**config.mk**
```make
export PLATFORM = sky130hd
export DESIGN_NAME = i2c_cmd_seq
export DESIGN_NICKNAME = d
export VERILOG_FILES = /design/src/rtl/i2c_pkg.sv /design/src/rtl/i2c_cmd_fifo.sv /design/src/rtl/i2c_cmd_seq.sv
export SDC_FILE = /design/constraint.sdc
export NUM_CORES = 1
export LEC_CHECK = 0
export BUFFER_PORTS_ARGS = -buffer_cell sky130_fd_sc_hd__buf_2
export CORE_MARGIN = 2
export CORE_UTILIZATION = 51
export DETAILED_ROUTE_END_ITERATION = 8
export PLACE_DENSITY_LB_ADDON = 0.08
export SLEW_MARGIN = 20
export SYNTH_ARGS = -nofsm -noshare
export SYNTH_HDL_FRONTEND = slang
export SYNTH_HIERARCHICAL = 1
export SYNTH_SLANG_ARGS = --single-unit
export TNS_END_PERCENT = 5
```
**constraint.sdc**
```tcl
create_clock -name sysclk -period 3.25 [get_ports sysclk]
set_clock_uncertainty 0.15 [all_clocks]
set_input_delay 0.975 -clock sysclk [delete_from_list [all_inputs] [get_ports sysclk]]
set_output_delay 0.975 -clock sysclk [all_outputs]
set_load 0.005 [all_outputs]
```
**src/rtl/i2c_pkg.sv**
```systemverilog
// Shared types for the I2C command sequencer.
package i2c_pkg;

    localparam int unsigned ADDR_W = 7;
    localparam int unsigned DATA_W = 8;

    typedef enum logic [2:0] {
        IDLE       = 3'd0,
        ISSUE      = 3'd1,
        WAIT_START = 3'd2,
        WAIT_DONE  = 3'd3,
        RESP       = 3'd4
    } seq_state_t;

    typedef struct packed {
        logic              rw;
        logic [ADDR_W-1:0] addr;
        logic [DATA_W-1:0] wdata;
    } i2c_cmd_t;

    localparam int unsigned CMD_W = $bits(i2c_cmd_t);

endpackage

```
**src/rtl/i2c_cmd_fifo.sv**
```systemverilog
// Synchronous command queue with full/empty/level; DEPTH must be a power of two.
module i2c_cmd_fifo #(
    parameter int unsigned DEPTH = 4,
    parameter int unsigned WIDTH = 16
) (
    input  logic                   clk,
    input  logic                   rst_n,
    input  logic                   push,
    input  logic [WIDTH-1:0]       wdata,
    input  logic                   pop,
    output logic [WIDTH-1:0]       rdata,
    output logic                   full,
    output logic                   empty,
    output logic [$clog2(DEPTH):0] level
);

    localparam int unsigned PTR_W = $clog2(DEPTH);
    localparam int unsigned LVL_W = PTR_W + 1;

    logic [WIDTH-1:0] mem_q [DEPTH];
    logic [PTR_W-1:0] wr_ptr_q, wr_ptr_d;
    logic [PTR_W-1:0] rd_ptr_q, rd_ptr_d;
    logic [LVL_W-1:0] level_q, level_d;
    logic             push_ok, pop_ok;

    // Pointer and level update; pointers wrap naturally at DEPTH.
    always_comb begin
        push_ok  = push && !full;
        pop_ok   = pop && !empty;
        wr_ptr_d = wr_ptr_q + PTR_W'(push_ok);
        rd_ptr_d = rd_ptr_q + PTR_W'(pop_ok);
        level_d  = level_q + LVL_W'(push_ok) - LVL_W'(pop_ok);
    end

    // Control registers, cleared by synchronous reset.
    always_ff @(posedge clk) begin
        if (!rst_n) begin
            wr_ptr_q <= '0;
            rd_ptr_q <= '0;
            level_q  <= '0;
        end else begin
            wr_ptr_q <= wr_ptr_d;
            rd_ptr_q <= rd_ptr_d;
            level_q  <= level_d;
        end
    end

    // Storage; contents are don't-care while empty, so no reset.
    always_ff @(posedge clk) begin
        if (push_ok) begin
            mem_q[wr_ptr_q] <= wdata;
        end
    end

    assign rdata = mem_q[rd_ptr_q];
    assign full  = (level_q == LVL_W'(DEPTH));
    assign empty = (level_q == '0);
    assign level = level_q;

endmodule

```
**src/rtl/i2c_cmd_seq.sv**
```systemverilog
// Sequences queued read/write commands onto an i2c_master, one at a time.
module i2c_cmd_seq
    import i2c_pkg::*;
#(
    parameter int unsigned DEPTH          = 4,
    parameter int unsigned TIMEOUT_CYCLES = 50000
) (
    input  logic                   sysclk,
    input  logic                   reset,
    input  logic                   cmd_valid,
    output logic                   cmd_ready,
    input  logic                   cmd_rw,
    input  logic [6:0]             cmd_addr,
    input  logic [7:0]             cmd_wdata,
    output logic                   rsp_valid,
    input  logic                   rsp_ready,
    output logic [7:0]             rsp_rdata,
    output logic                   rsp_err,
    output logic                   m_enable,
    output logic                   m_rw,
    output logic [6:0]             m_address,
    output logic [7:0]             m_wdata,
    input  logic [7:0]             m_rdata,
    input  logic                   m_busy,
    output logic [$clog2(DEPTH):0] fifo_level
);

    localparam int unsigned CNT_W = $clog2(TIMEOUT_CYCLES + 1);
    localparam logic [CNT_W-1:0] CNT_LAST = CNT_W'(TIMEOUT_CYCLES - 1);

    seq_state_t       state_q, state_d;
    logic [CNT_W-1:0] cnt_q, cnt_d;
    i2c_cmd_t         cmd_q, cmd_d;
    i2c_cmd_t         cmd_in, head;
    logic             m_enable_q, m_enable_d;
    logic             rsp_valid_q, rsp_valid_d;
    logic [7:0]       rsp_rdata_q, rsp_rdata_d;
    logic             rsp_err_q, rsp_err_d;
    logic             rdy_en_q;
    logic             full, empty, pop_c, push_c;

    assign cmd_in = '{rw: cmd_rw, addr: cmd_addr, wdata: cmd_wdata};
    assign push_c = cmd_valid && cmd_ready;

    i2c_cmd_fifo #(
        .DEPTH (DEPTH),
        .WIDTH (CMD_W)
    ) u_fifo (
        .clk   (sysclk),
        .rst_n (reset),
        .push  (push_c),
        .wdata (cmd_in),
        .pop   (pop_c),
        .rdata (head),
        .full  (full),
        .empty (empty),
        .level (fifo_level)
    );

    // Next-state, timeout counter and response capture.
    always_comb begin
        state_d     = state_q;
        cnt_d       = cnt_q + CNT_W'(1);
        cmd_d       = cmd_q;
        rsp_rdata_d = rsp_rdata_q;
        rsp_err_d   = rsp_err_q;
        pop_c       = 1'b0;
        case (state_q)
            IDLE: begin
                cnt_d = '0;
                // A busy master here is left over from before; wait it out.
                if (!empty && !m_busy) begin
                    pop_c   = 1'b1;
                    cmd_d   = head;
                    state_d = ISSUE;
                end
            end
            ISSUE: begin
                cnt_d   = '0;
                state_d = WAIT_START;
            end
            WAIT_START: begin
                if (m_busy) begin
                    cnt_d   = '0;
                    state_d = WAIT_DONE;
                end else if (cnt_q == CNT_LAST) begin
                    rsp_rdata_d = 8'h00;
                    rsp_err_d   = 1'b1;
                    state_d     = RESP;
                end
            end
            WAIT_DONE: begin
                if (!m_busy) begin
                    rsp_rdata_d = cmd_q.rw ? m_rdata : 8'h00;
                    rsp_err_d   = 1'b0;
                    state_d     = RESP;
                end else if (cnt_q == CNT_LAST) begin
                    rsp_rdata_d = 8'h00;
                    rsp_err_d   = 1'b1;
                    state_d     = RESP;
                end
            end
            RESP: begin
                cnt_d = '0;
                if (rsp_ready) begin
                    rsp_rdata_d = 8'h00;
                    rsp_err_d   = 1'b0;
                    state_d     = IDLE;
                end
            end
            default: begin
                cnt_d   = '0;
                state_d = IDLE;
            end
        endcase
        m_enable_d  = (state_d == ISSUE) || (state_d == WAIT_START);
        rsp_valid_d = (state_d == RESP);
    end

    // State and registered outputs.
    always_ff @(posedge sysclk) begin
        if (!reset) begin
            state_q     <= IDLE;
            cnt_q       <= '0;
            cmd_q       <= '0;
            m_enable_q  <= 1'b0;
            rsp_valid_q <= 1'b0;
            rsp_rdata_q <= 8'h00;
            rsp_err_q   <= 1'b0;
            rdy_en_q    <= 1'b0;
        end else begin
            state_q     <= state_d;
            cnt_q       <= cnt_d;
            cmd_q       <= cmd_d;
            m_enable_q  <= m_enable_d;
            rsp_valid_q <= rsp_valid_d;
            rsp_rdata_q <= rsp_rdata_d;
            rsp_err_q   <= rsp_err_d;
            rdy_en_q    <= 1'b1;
        end
    end

    assign cmd_ready = rdy_en_q && !full;
    assign m_enable  = m_enable_q;
    assign m_rw      = cmd_q.rw;
    assign m_address = cmd_q.addr;
    assign m_wdata   = cmd_q.wdata;
    assign rsp_valid = rsp_valid_q;
    assign rsp_rdata = rsp_rdata_q;
    assign rsp_err   = rsp_err_q;

endmodule
```
# == Yosys cells after proc, flatten, opt, wreduce, memory -nomap -nowiden ==
# Memories as Yosys holds them, arrays and structs flattened. A register that Yosys moved wholly into a read port is not among the register bits.
# Cells that the tools add are included.
# totals
regBits,38
mem_bits_rw,64
inputBits,29
n_memories,1
# mem_list
memory,depth,word_bits,rd,rd_clocked_by_memory_dff,write_ports,line,source
u_fifo.mem_q,4,16,1,1,1,i2c_cmd_fifo.sv:20,logic [WIDTH-1:0] mem_q [DEPTH];
# op_classes
n_addsub,5
eq_ne,11
mux,24
reduce_logical,15
# ops
op,count
8-bit two-way mux,5
16-bit one-hot mux with 2 select lines,1
8-bit one-hot mux with 3 select lines,1
16-bit by 1-bit adder with 16-bit output (second input constant),1
16-bit equality test (second input constant),1
16-bit two-way mux,1
3-bit two-way mux,5
3-bit one-hot mux with 5 select lines,1
3-bit by 2-bit equality test with 1-bit output (second input constant),3
3-bit equality test (second input constant),3
1-bit two-way mux,9
3-bit by 1-bit equality test with 1-bit output (second input constant),2
3-bit logical NOT,2
1-bit logical AND,5
2-bit by 1-bit adder with 2-bit output,2
1-bit logical NOT,4
2-bit inequality test (second input constant),2
3-bit by 1-bit adder with 3-bit output,1
1-bit one-hot mux with 3 select lines,1
3-bit AND reduction,1
3-bit nonzero test,1
3-bit by 1-bit subtractor with 3-bit output,1
2-bit AND reduction,1
1-bit logical OR,1

# == Depth between registers and ports, before layout ==
# Gate-level depths: netlist of run 1.
# logic_depth
ltp_word,7
ltp_mapped,13

# == By module ==
# The synthesis of run 1 kept the hierarchy.
# modules_own_cells
mod,instances,cells_per_inst,area_per_inst_um2
i2c_cmd_fifo,1,120,2725.1
i2c_cmd_seq,1,209,1913.1

# == Least setup slack after synthesis of run 1 ==
# OpenSTA, ideal clock, no wires.
# synth_timing
path_kind,input-to-reg
from,input port m_busy
to,"register u_fifo.level_q[2], in the netlist u_fifo/level[2]"
setup_time_ns,0.115
arrival_ns,3.092
required_ns,2.985
path_slack_ns,-0.106
cell_stages,11
n_path_buf,2
cell_sequence,or4_1 -> buf_2 -> clkinv_2 -> buf_6 -> o31ai_2 -> xnor2_1 -> ha_1 -> fa_1 -> xor2_1 -> and2_1 -> o21a_1
# synth_between
elab_chain_cells,6
# synth_rtl
item,line,source
"start, declared",i2c_cmd_seq.sv:24,"input logic m_busy,"
1-bit logical NOT,--,
1-bit logical AND,i2c_cmd_seq.sv:72,if (!empty && !m_busy) begin
1-bit two-way mux,i2c_cmd_seq.sv:72,
1-bit two-way mux,i2c_cmd_seq.sv:68,case (state_q)
named net pop_c,i2c_cmd_seq.sv:40,"logic full, empty, pop_c, push_c;"
1-bit logical AND,i2c_cmd_fifo.sv:29,pop_ok = pop && !empty;
3-bit by 1-bit subtractor with 3-bit output,i2c_cmd_fifo.sv:32,level_d = level_q + LVL_W'(push_ok) - LVL_W'(pop_ok);
"end signal, assigned",i2c_cmd_fifo.sv:44,level_q <= level_d;
"end, declared",i2c_cmd_fifo.sv:23,"logic [LVL_W-1:0] level_q, level_d;"
# The timed path passes the listed nets, and every way through them passes these cells.
# A chain may end at the register's enable or synchronous reset.

# == Worst setup path after layout of run 1 ==
# layout_timing
from,"register u_fifo.level_q[1], in the netlist u_fifo/level[1]"
to,"register u_fifo.level_q[2], in the netlist u_fifo/level[2]"
# layout_between
elab_chain_cells,7
# layout_rtl
item,line,source
3-bit logical NOT (*),i2c_cmd_fifo.sv:57,assign empty = (level_q == '0);
named net empty,i2c_cmd_seq.sv:40,
1-bit logical NOT (*),"i2c_cmd_fifo.sv:29, i2c_cmd_seq.sv:72",
1-bit logical AND,i2c_cmd_seq.sv:72,
1-bit two-way mux,i2c_cmd_seq.sv:72,
1-bit two-way mux,i2c_cmd_seq.sv:68,
1-bit logical AND (*),i2c_cmd_fifo.sv:29,
3-bit by 1-bit subtractor with 3-bit output (*),i2c_cmd_fifo.sv:32,
# Mark *: on every way through the listed nets, which the timed path passes. The rest lies on a longest branch.

==> impl_metrics.yaml, run 1 <==
clock_tree:
  worstSkewPairLatency_ps: 510
  cts_buffers: 17
  cts_root_buf: "clkbuf_8"
  holdBufCountCts: 0
  htreeDepth: 4
  ctsResizeCount: 0
  clk_pin_slew_worst_paths_ps: 60
  postCtsSetupRepairBufs: 0
  tritoncts: "yes"
  clkSinkCount: 118
  clockBufferDepth: 2
finish:
  final_cell_mix: "edfxtp_1 (64), buf_2 (59), dfxtp_1 (54)"
  multi_input_area_sq_um: 1551
  drive_gt1_share_pct: 30.22
  filler_cell_count: 654
  final_common_cell: "edfxtp_1"
  layout.area.seq_sq_um: 3003
  area_delta_synth_final_pct: 22.04
  n_antenna_cell: 0
  fin_area_sq_um: 5660
  fin_nets: 437
  layout.cells.non_filler: 525
timing:
  fin_tns_setup_ps: 0
  final_max_slew_viol_count: 0
  fin_crit_ps: 2740
  min_period_over_period_pct: 84.30
  slew_headroom_pct: 42.88
  hold_violations: 0
  worstMarginPinSlew_ps: 855.6
  whs_ps: 307.4
  setup_viol: 0
  rsz0062_at_grt: "no"
  max_freq_ghz: 0.3650
yosys:
  synth_cell_types: 51
  syn_avg_cell_area_sq_um: 14.10
  synth_largest_area_cell: "edfxtp_1"
  synth.top_cell.area_share_pct: 41.44
  synthCells: 329
  netlist_area_sq_um: 4638
  yosysWarningCount: 6
  yosys_most_used_dff: "edfxtp_1"
  synth_seq_cells: 118
  synth_nets: 362
  synthTopCellsByArea: "edfxtp_1 (41%), dfxtp_1 (23%), mux4_2 (4.9%)"
  ys_seq_area_share_pct: 64.74
  synth_edf_count: 64
  synth-async-reset-ratio_pct: 0
setup_path:
  slowest_stage: "dfxtp_1"
  endpoint_kind: "flop"
  cp_cell_sequence: "nor3_1, or4_4, clkinv_4, o31ai_4, xnor2_1, ha_2, fa_2, xor2_1, and2_1, o21a_1"
  path_buf_inv: 1
  crit_family: "simple AND/OR/NAND/NOR gates"
  worst_ep_required_time_ps: 3490
  start_kind: "flop"
  arrival_ps: 2980
  cp_slowest_stage_delay_ps: 540
  critPathMaxFanout: 7
  critical_path_class: "flop to flop"
place:
  io_buffers: 59
  gp_congestion: 0.7725
  hpwlAfterDp_microns: 5200
  dp.cells: 493
  place_area_sq_um: 5091
global_route:
  globalRoute.totalOverflow: 0
  antenna_found_initial: 0
  grt_pass1_vias: 2815
  grt_max_degree: 19
  grt_pass1_wl_microns: 13700
  grt_util_all_layers_pct: 18.52
die:
  die-area_sq_um: 9873
  io_pins: 60
  fp-row-count: 34
  start_util_pct: 52.93
  die_h_microns: 99.37
  fp.coreArea_sq_um: 8763
  chipWidth_microns: 99.37
flow_run:
  cap_viol_max_count: 0
run_status:
  status: "complete, no violations"
power:
  vdd_drop_max_uv: 461.2
  leakage_uw: 0.002083
  powerDensity_nw_per_um2: 755.3
min_path:
  hold_path.class: "flop to flop"
detailed_routing:
  avgRoutedWirePerCell_microns: 15.83
  totalWireLength_microns: 8313
  vias: 2783
  avgViaCountPerCell: 5.301
  ant_nets: 0
  drt-pass1-iter-count: 4
  remaining_drc_errors: 0
  drtIter0Drc: 107
cell usage after synthesis (all sizes together), types with 4 or more instances:
| master | number |
|---|---|
| nor3 | 6 |
| dfxtp | 54 |
| xnor2 | 13 |
| a21boi | 16 |
| nand2b | 5 |
| mux4 | 16 |
| edfxtp | 64 |
| nor3b | 5 |
| and2 | 8 |
| a22o | 8 |
| a21oi | 4 |
| clkbuf | 5 |
| inv | 8 |
| nand2 | 36 |
| or3 | 4 |
| and3 | 4 |
| buf | 7 |
| nor2 | 19 |
| nand3 | 8 |
cells by family after synthesis:
logic type	synth area share, %
AOI/OAI and AO/OA	6.393
DFF	64.74
and+or+nand+nor	13.41
xor gates and xnor gates	3.021
adders and majority gates	1.241
buffers and inverters	2.509
muxes	8.686
worst register-to-register path, stage by stage, from the launching register on:
cell and delay [ps]:
dfxtp_1 540, nor3_1 100, or4_4 520, clkinv_4 70, o31ai_4 80, xnor2_1 140, ha_2 180, fa_2 340
xor2_1 170, and2_1 190, o21a_1 170
path summary, 6_finish.rpt:
check	start	endpoint	slack (ps)	cells after the start
worst max-delay path	u_fifo/level[1]$_SDFF_PN0_	u_fifo/level[2]$_SDFF_PN0_	510	10
worst min-delay path	m_wdata[7]$_SDFFE_PN0P_	m_wdata[7]$_SDFFE_PN0P_	310	2
worst max register to register	u_fifo/level[1]$_SDFF_PN0_	u_fifo/level[2]$_SDFF_PN0_	510	10
worst min register to register	m_wdata[7]$_SDFFE_PN0P_	m_wdata[7]$_SDFFE_PN0P_	310	2
routing by layer:
layer  routed length [microns]  vias to the layer above  global-route usage, %
li1                          -                     1374                      -
met1                      3692                     1330                  22.60
met2                      4070                       66                  30.67
met3                       447                       13                  5.481
met4                       103                        0                  8.219
met5                         0                        -                      0
power breakdown:
group	internal (uW)	total [uW]	switching, uW
sequential	1720	1820	102
combinational	320	699	379
clock	1100	1760	662
layout make-up:
type                    instances  share of cell area (%)
repair buffers                 68                   6.410
clock inverters                14                   2.675
flip-flops and latches        118                   53.05
inverters                       9                  0.6852
multi-input cells             190                   27.41
well taps                     108                   2.387
clock buffers                  18                   7.383
state kept, by name (all words and copies together), names as in the netlist:
| signal | flops |
|---|---|
| u_fifo/mem_q | 64 |
| cnt_q | 16 |
| m_wdata | 8 |
| rsp_rdata | 8 |
| m_address | 7 |
| state_q | 3 |
| u_fifo/level | 3 |
| u_fifo/rd_ptr_q | 2 |
| u_fifo/wr_ptr_q | 2 |
| m_enable | 1 |
| m_rw | 1 |
| rdy_en_q | 1 |
| rsp_err | 1 |
| rsp_valid | 1 |
metrics by stage:
stage	util [%]	setup slack (ps)	power [uW]
finish	64.59	510.3	4275
global route	64.59	382.9	4501
CTS	64.59	513.7	4338
detailed placement	58.10	64.91	2562
global placement	58.10	108.2	2543
floorplan	-	10.42	2339
Note: power is estimated with default switching activity, not from simulation.
==> inputs of run 2 (changes only) <==
--- a/config.mk
+++ b/config.mk
@@ -5,9 +5,10 @@
 export SDC_FILE = /design/constraint.sdc
 export NUM_CORES = 1
 export LEC_CHECK = 0
+export ABC_AREA = 1
 export BUFFER_PORTS_ARGS = -buffer_cell sky130_fd_sc_hd__buf_2
 export CORE_MARGIN = 2
-export CORE_UTILIZATION = 51
+export CORE_UTILIZATION = 52
 export DETAILED_ROUTE_END_ITERATION = 8
 export PLACE_DENSITY_LB_ADDON = 0.08
 export SLEW_MARGIN = 20
==> constraint.sdc (replaced) <==
create_clock -name sysclk -period 2.45 [get_ports sysclk]
set_clock_uncertainty 0.15 [all_clocks]
set_input_delay 0.735 -clock sysclk [delete_from_list [all_inputs] [get_ports sysclk]]
set_output_delay 0.735 -clock sysclk [all_outputs]
set_load 0.005 [all_outputs]
==> run 2 against run 1 <==
Worst hold slack worse by 23 ps. Clock power is 33% higher. Register-to-register slack worse by 270 ps. Sequential power is 36% higher. Die area is 7.3% higher. Synthesized cell count is 62% higher. Power is 42% higher. Core utilization is 1.2 points lower. Final cell count is 43% higher. Final area is 7.9% higher. Via count is 37% higher. Critical endpoint is now cmd_ready.
==> impl_metrics.yaml, run 2 <==
yosys:
  synth_seq_cells: 118
  yosys_most_used_dff: "edfxtp_1"
  synth_edf_count: 64
  synth.top_cell.area_share_pct: 37.77
  ys_seq_area_share_pct: 59.01
  synthCells: 532
  synth_common_cells: "nand2_1 (98), nor2_1 (84), edfxtp_1 (64)"
  yosysWarningCount: 6
  synth_top_family_by_area: "simple AND/OR/NAND/NOR gates"
  synthTopCellsByArea: "edfxtp_1 (38%), dfxtp_1 (21%), nand2_1 (7.2%)"
  yosysMostFrequentCell: "nand2_1"
  synthAdderAreaFrac_pct: 1.131
  synth_nets: 565
  syn_avg_cell_area_sq_um: 9.565
  synth_xor_area_share_pct: 0.5164
  synth_compound_area_share_pct: 11.14
  synth.mux.area_fraction_pct: 0
  netlist_area_sq_um: 5089
  synth_largest_area_cell: "edfxtp_1"
  synth_cell_types: 37
  yosys.area_share.simple_pct: 21.61
  synth-async-reset-ratio_pct: 0
finish:
  final_common_cell: "nand2_1"
  final_cell_mix: "nand2_1 (98), nor2_1 (84), edfxtp_1 (64)"
  area_delta_synth_final_pct: 20.01
  layout.cells.non_filler: 752
  reg.largest.list: "u_fifo/mem_q (64), cnt_q (16)"
  largest_reg_flops: 64
  n_antenna_cell: 0
  final_util_pct: 63.36
  largest-register: "u_fifo/mem_q"
  fin_nets: 639
  drive_gt1_share_pct: 26.01
detailed_routing:
  remaining_drc_errors: 0
  totalWireLength_microns: 10180
  avgRoutedWirePerCell_microns: 13.54
  drt-pass1-iter-count: 4
  drtIter0Drc: 135
  ant_nets: 0
  avgViaCountPerCell: 5.072
  vias: 3814
global_route:
  grt_pass1_wl_microns: 16550
  grt_pass1_vias: 3612
  use_met3_pct: 5.695
  grtUsageMet1_pct: 25.42
  grt_util_all_layers_pct: 20.90
  antenna_found_initial: 0
  globalRoute.totalOverflow: 0
  top_usage_layer: "met2"
  grt_max_degree: 34
  grt_util_met2_pct: 36.11
timing:
  final_max_slew_viol_count: 0
  min_period_over_period_pct: 91.35
  worstMarginPinSlew_ps: 421.4
  setup_slack_ps: 212.0
  fin_crit_ps: 2238
  setup_viol: 0
  fin_tns_setup_ps: 0
  rsz0062_at_grt: "no"
  max_freq_ghz: 0.4468
  hold_violations: 0
  slew_headroom_pct: 71.81
place:
  gp_congestion: 0.8141
  dp_slack_ps: -61.03
  hpwlAfterDp_microns: 6840
  io_buffers: 59
  dp.cells: 720
power:
  vdd_drop_max_uv: 488.5
  powerDensity_nw_per_um2: 994.9
  p_total_uw: 6076
  leakage_uw: 0.002430
clock_tree:
  cts_buffers: 17
  cts_root_buf: "clkbuf_8"
  htreeDepth: 4
  postCtsSetupRepairBufs: 0
  clkSinkCount: 118
  tritoncts: "yes"
  holdBufCountCts: 0
  clk_pin_slew_worst_paths_ps: 60
  clockBufferDepth: 2
  worstSkewPairLatency_ps: 510
die:
  io_pins: 60
  fp.coreArea_sq_um: 9639
  fp-row-count: 36
  die_h_microns: 102.9
  chipWidth_microns: 102.9
  die-area_sq_um: 10590
  start_util_pct: 52.79
setup_path:
  arrival_ps: 1350
  start_kind: "flop"
  critPathMaxFanout: 4
  worst_ep_required_time_ps: 1560
  critical_path_class: "flop to primary output"
  endpoint_kind: "primary output"
run_status:
  status: "complete, no violations"
flow_run:
  cap_viol_max_count: 0
min_path:
  hold_path.class: "primary input to flop"
==> run 2: path summary, 6_finish.rpt <==
path / start / to / slack, ps / cells after the start
setup / recovery: u_fifo/level[1]$_SDFF_PN0_ / cmd_ready / 210 / 5
hold / removal: cmd_addr[1] / u_fifo/mem_q[1][9]$_DFFE_PP_ / 280 / 1
setup reg to reg: u_fifo/level[1]$_SDFF_PN0_ / u_fifo/level[2]$_SDFF_PN0_ / 240 / 12
hold reg to reg: cnt_q[0]$_SDFF_PN0_ / cnt_q[0]$_SDFF_PN0_ / 300 / 1
==> run 2: what timing repair did <==
item / in CTS / in global routing
endpoints found under the hold margin: 0 / 0
endpoints found under the setup margin: 0 / 1
resized for setup: 0 / 2
==> run 2: cell type report <==
cell class | instances | area (sq um)
clock buffers | 17 | 414.1
well taps | 133 | 166.4
inverters | 45 | 178.9
flip-flops and latches | 118 | 3004
multi-input cells | 351 | 1775
clock inverters | 15 | 155.1
repair buffers | 73 | 412.9
fillers | 853 | 3532
==> run 2: per-layer routing <==
layer  vias to the layer above  wire (microns)
met1                      1799            4570
met3                         9             386
li1                       1940               -
met4                         0              76
met2                        66            5148
met5                         -               0
==> run 2: where the power goes <==
group / internal (uW) / switching (uW)
Clock: 1450 / 894
Sequential: 2320 / 148
Combinational: 472 / 795
==> run 2: cells by family after synthesis <==
group,after synthesis
XOR/XNOR,3
flip-flops,118
buffers and inverters,63
AND/OR/NAND/NOR,247
AO/OA/AOI/OAI,97
adder cells (fa/ha/maj),4
==> run 2: through the flow <==
stage	hold slack (ps)	cell area [sq um]
after floorplan	267.3	5089
after global placement	280.7	5532
after detailed placement	298.8	5532
after CTS	261.3	6101
after global routing	267.8	6107
final	284.4	6107
==> run 2: worst max-delay path, cell delays in order (launching register included) <==
cell and delay (ps):
dfxtp_1 340, inv_2 90, nand2_2 80, nor2_1 150
nor2_1 70, buf_2 120
==> inputs of run 3 (changes only) <==
--- a/config.mk
+++ b/config.mk
@@ -8,7 +8,7 @@
 export ABC_AREA = 1
 export BUFFER_PORTS_ARGS = -buffer_cell sky130_fd_sc_hd__buf_2
 export CORE_MARGIN = 2
-export CORE_UTILIZATION = 52
+export CORE_UTILIZATION = 62
 export DETAILED_ROUTE_END_ITERATION = 8
 export PLACE_DENSITY_LB_ADDON = 0.08
 export SLEW_MARGIN = 20
==> constraint.sdc (replaced) <==
create_clock -name sysclk -period 2.7 [get_ports sysclk]
set_clock_uncertainty 0.15 [all_clocks]
set_input_delay 0.81 -clock sysclk [delete_from_list [all_inputs] [get_ports sysclk]]
set_output_delay 0.81 -clock sysclk [all_outputs]
set_load 0.005 [all_outputs]
==> run 3 against run 2 <==
Count of clock-buffer cells in the layout did not move. Power fell by 8.1%. Non-clock buffer count fell by 4. Clock power fell by 7%. Worst hold slack improved by 20 ps. Flip-flop and latch count did not move. Die area fell by 16%. Global-route usage rose by 3.8 points. Critical path depth rose by 7. Critical endpoint is now u_fifo/level[2]$_SDFF_PN0_. Combinational power fell by 10%.
==> impl_metrics.yaml, run 3 (synthesized netlist as in run 2, its figures left out) <==
run_status:
  status: "complete, no violations"
timing:
  slew_headroom_pct: 58.63
  min_period_over_period_pct: 86.33
  setup_viol: 0
  hold_violations: 0
  max_freq_ghz: 0.4290
  fin_crit_ps: 2331
  whs_ps: 304.0
  rsz0062_at_grt: "no"
  final_max_slew_viol_count: 0
  worstMarginPinSlew_ps: 619.7
clock_tree:
  clkSinkCount: 118
  worstSkewPairLatency_ps: 500
  htreeDepth: 4
  ctsResizeCount: 0
  cts_buffers: 17
  clk_pin_slew_worst_paths_ps: 60
  cts_root_buf: "clkbuf_8"
  clockBufferDepth: 2
  tritoncts: "yes"
  postCtsSetupRepairBufs: 0
  holdBufCountCts: 0
min_path:
  hold_depth: 1
  hold_path.class: "flop to flop"
setup_path:
  critPathMaxFanout: 4
  arrival_ps: 2620
  endpoint_kind: "flop"
  start_kind: "flop"
  critical_path_class: "flop to flop"
  worst_ep_required_time_ps: 2990
  reg2reg_depth: 12
flow_run:
  cap_viol_max_count: 0
finish:
  final_common_cell: "nand2_1"
  filler_cell_count: 578
  layout.cells.non_filler: 720
  drive_gt1_share_pct: 25.53
  area_delta_synth_final_pct: 19.40
  fin_area_sq_um: 6076
  n_antenna_cell: 0
  reg.largest.list: "u_fifo/mem_q (64), cnt_q (16)"
  final_cell_mix: "nand2_1 (98), nor2_1 (84), edfxtp_1 (64)"
  largest_reg_flops: 64
  fin_nets: 635
  largest-register: "u_fifo/mem_q"
power:
  pwr-share-clk_pct: 39.1
  vdd_drop_max_uv: 600.9
  switching_share_pct: 30.89
  leakage_uw: 0.002417
  pwr-share-comb_pct: 20.5
  p_int_uw: 3858
  p_total_uw: 5582
  p_sw_uw: 1724
  powerDensity_nw_per_um2: 918.7
  p_seq_share_pct: 40.4
detailed_routing:
  drt-pass1-iter-count: 5
  avgViaCountPerCell: 5.411
  avgRoutedWirePerCell_microns: 14.63
  vias: 3896
  totalWireLength_microns: 10530
  remaining_drc_errors: 0
  ant_nets: 0
  drtIter0Drc: 273
global_route:
  antenna_found_initial: 0
  grt_util_all_layers_pct: 24.71
  globalRoute.totalOverflow: 0
  grt_max_degree: 34
  grtUsageMet1_pct: 31.06
  grt_pass1_vias: 3632
  use_met3_pct: 5.746
  grt_pass1_wl_microns: 16970
  grt_util_met2_pct: 42.08
  top_usage_layer: "met2"
place:
  hpwlAfterDp_microns: 6769
  io_buffers: 59
  place_area_sq_um: 5492
  dp.cells: 688
  gp_congestion: 0.8556
die:
  io_pins: 60
  start_util_pct: 62.88
  fp-row-count: 33
  die_h_microns: 94.60
  fp.coreArea_sq_um: 8093
  die-area_sq_um: 8948
  chipWidth_microns: 94.60
-- run 3: layout make-up --
class	count	area, sq um	area share (%)
inverter	45	178.9	2.945
sequential	118	3003	49.42
timing repair buffer	69	407.9	6.713
clock buffer	17	414.1	6.816
multi-input combinational	351	1770	29.14
tap	105	131.4	2.162
clock inverter	15	170.2	2.801
-- run 3: final timing paths --
check	end	slack [ps]	startpoint
setup / recovery	u_fifo/level[2]$_SDFF_PN0_	370	u_fifo/level[1]$_SDFF_PN0_
hold / removal	cnt_q[0]$_SDFF_PN0_	300	cnt_q[0]$_SDFF_PN0_
setup reg to reg	u_fifo/level[2]$_SDFF_PN0_	370	u_fifo/level[1]$_SDFF_PN0_
hold reg to reg	cnt_q[0]$_SDFF_PN0_	300	cnt_q[0]$_SDFF_PN0_
-- run 3: worst max-delay path, cell delays in order (launching register included) --
cell and delay (ps):
dfxtp_1 390, inv_2 70, nand2_2 100, nor2_1 60
nor3b_1 350, o21ai_4 110, nand3_1 130, nand2_1 70
ha_1 190, fa_1 360, inv_1 80, o21ai_0 80
a21oi_1 120
-- run 3: per-layer routing --
metal,part of all wire (%),wire length [microns],vias to the layer above
met1,43,4517,1851
met4,0.64,67,0
met3,4.9,521,6
li1,-,-,1931
met5,0,0,-
met2,52,5424,108
-- run 3: power groups by stage --
stage / sequential [uW] / clock [uW] / combinational, uW
floorplan: 2270 / 0 / 810
global placement: 2280 / 0 / 1110
detailed placement: 2290 / 0 / 1140
CTS: 2250 / 2210 / 1150
global route: 2280 / 2300 / 1300
finish: 2260 / 2180 / 1140
-- run 3: metrics by stage --
step	TNS, ps	worst slack [ps]	utilization (%)
detailed placement	0	118.1	67.86
finish	0	369.2	75.08
global route	0	156.5	75.08
floorplan	-15140	-236.5	-
global placement	0	185.1	67.86
CTS	0	351.9	75.08
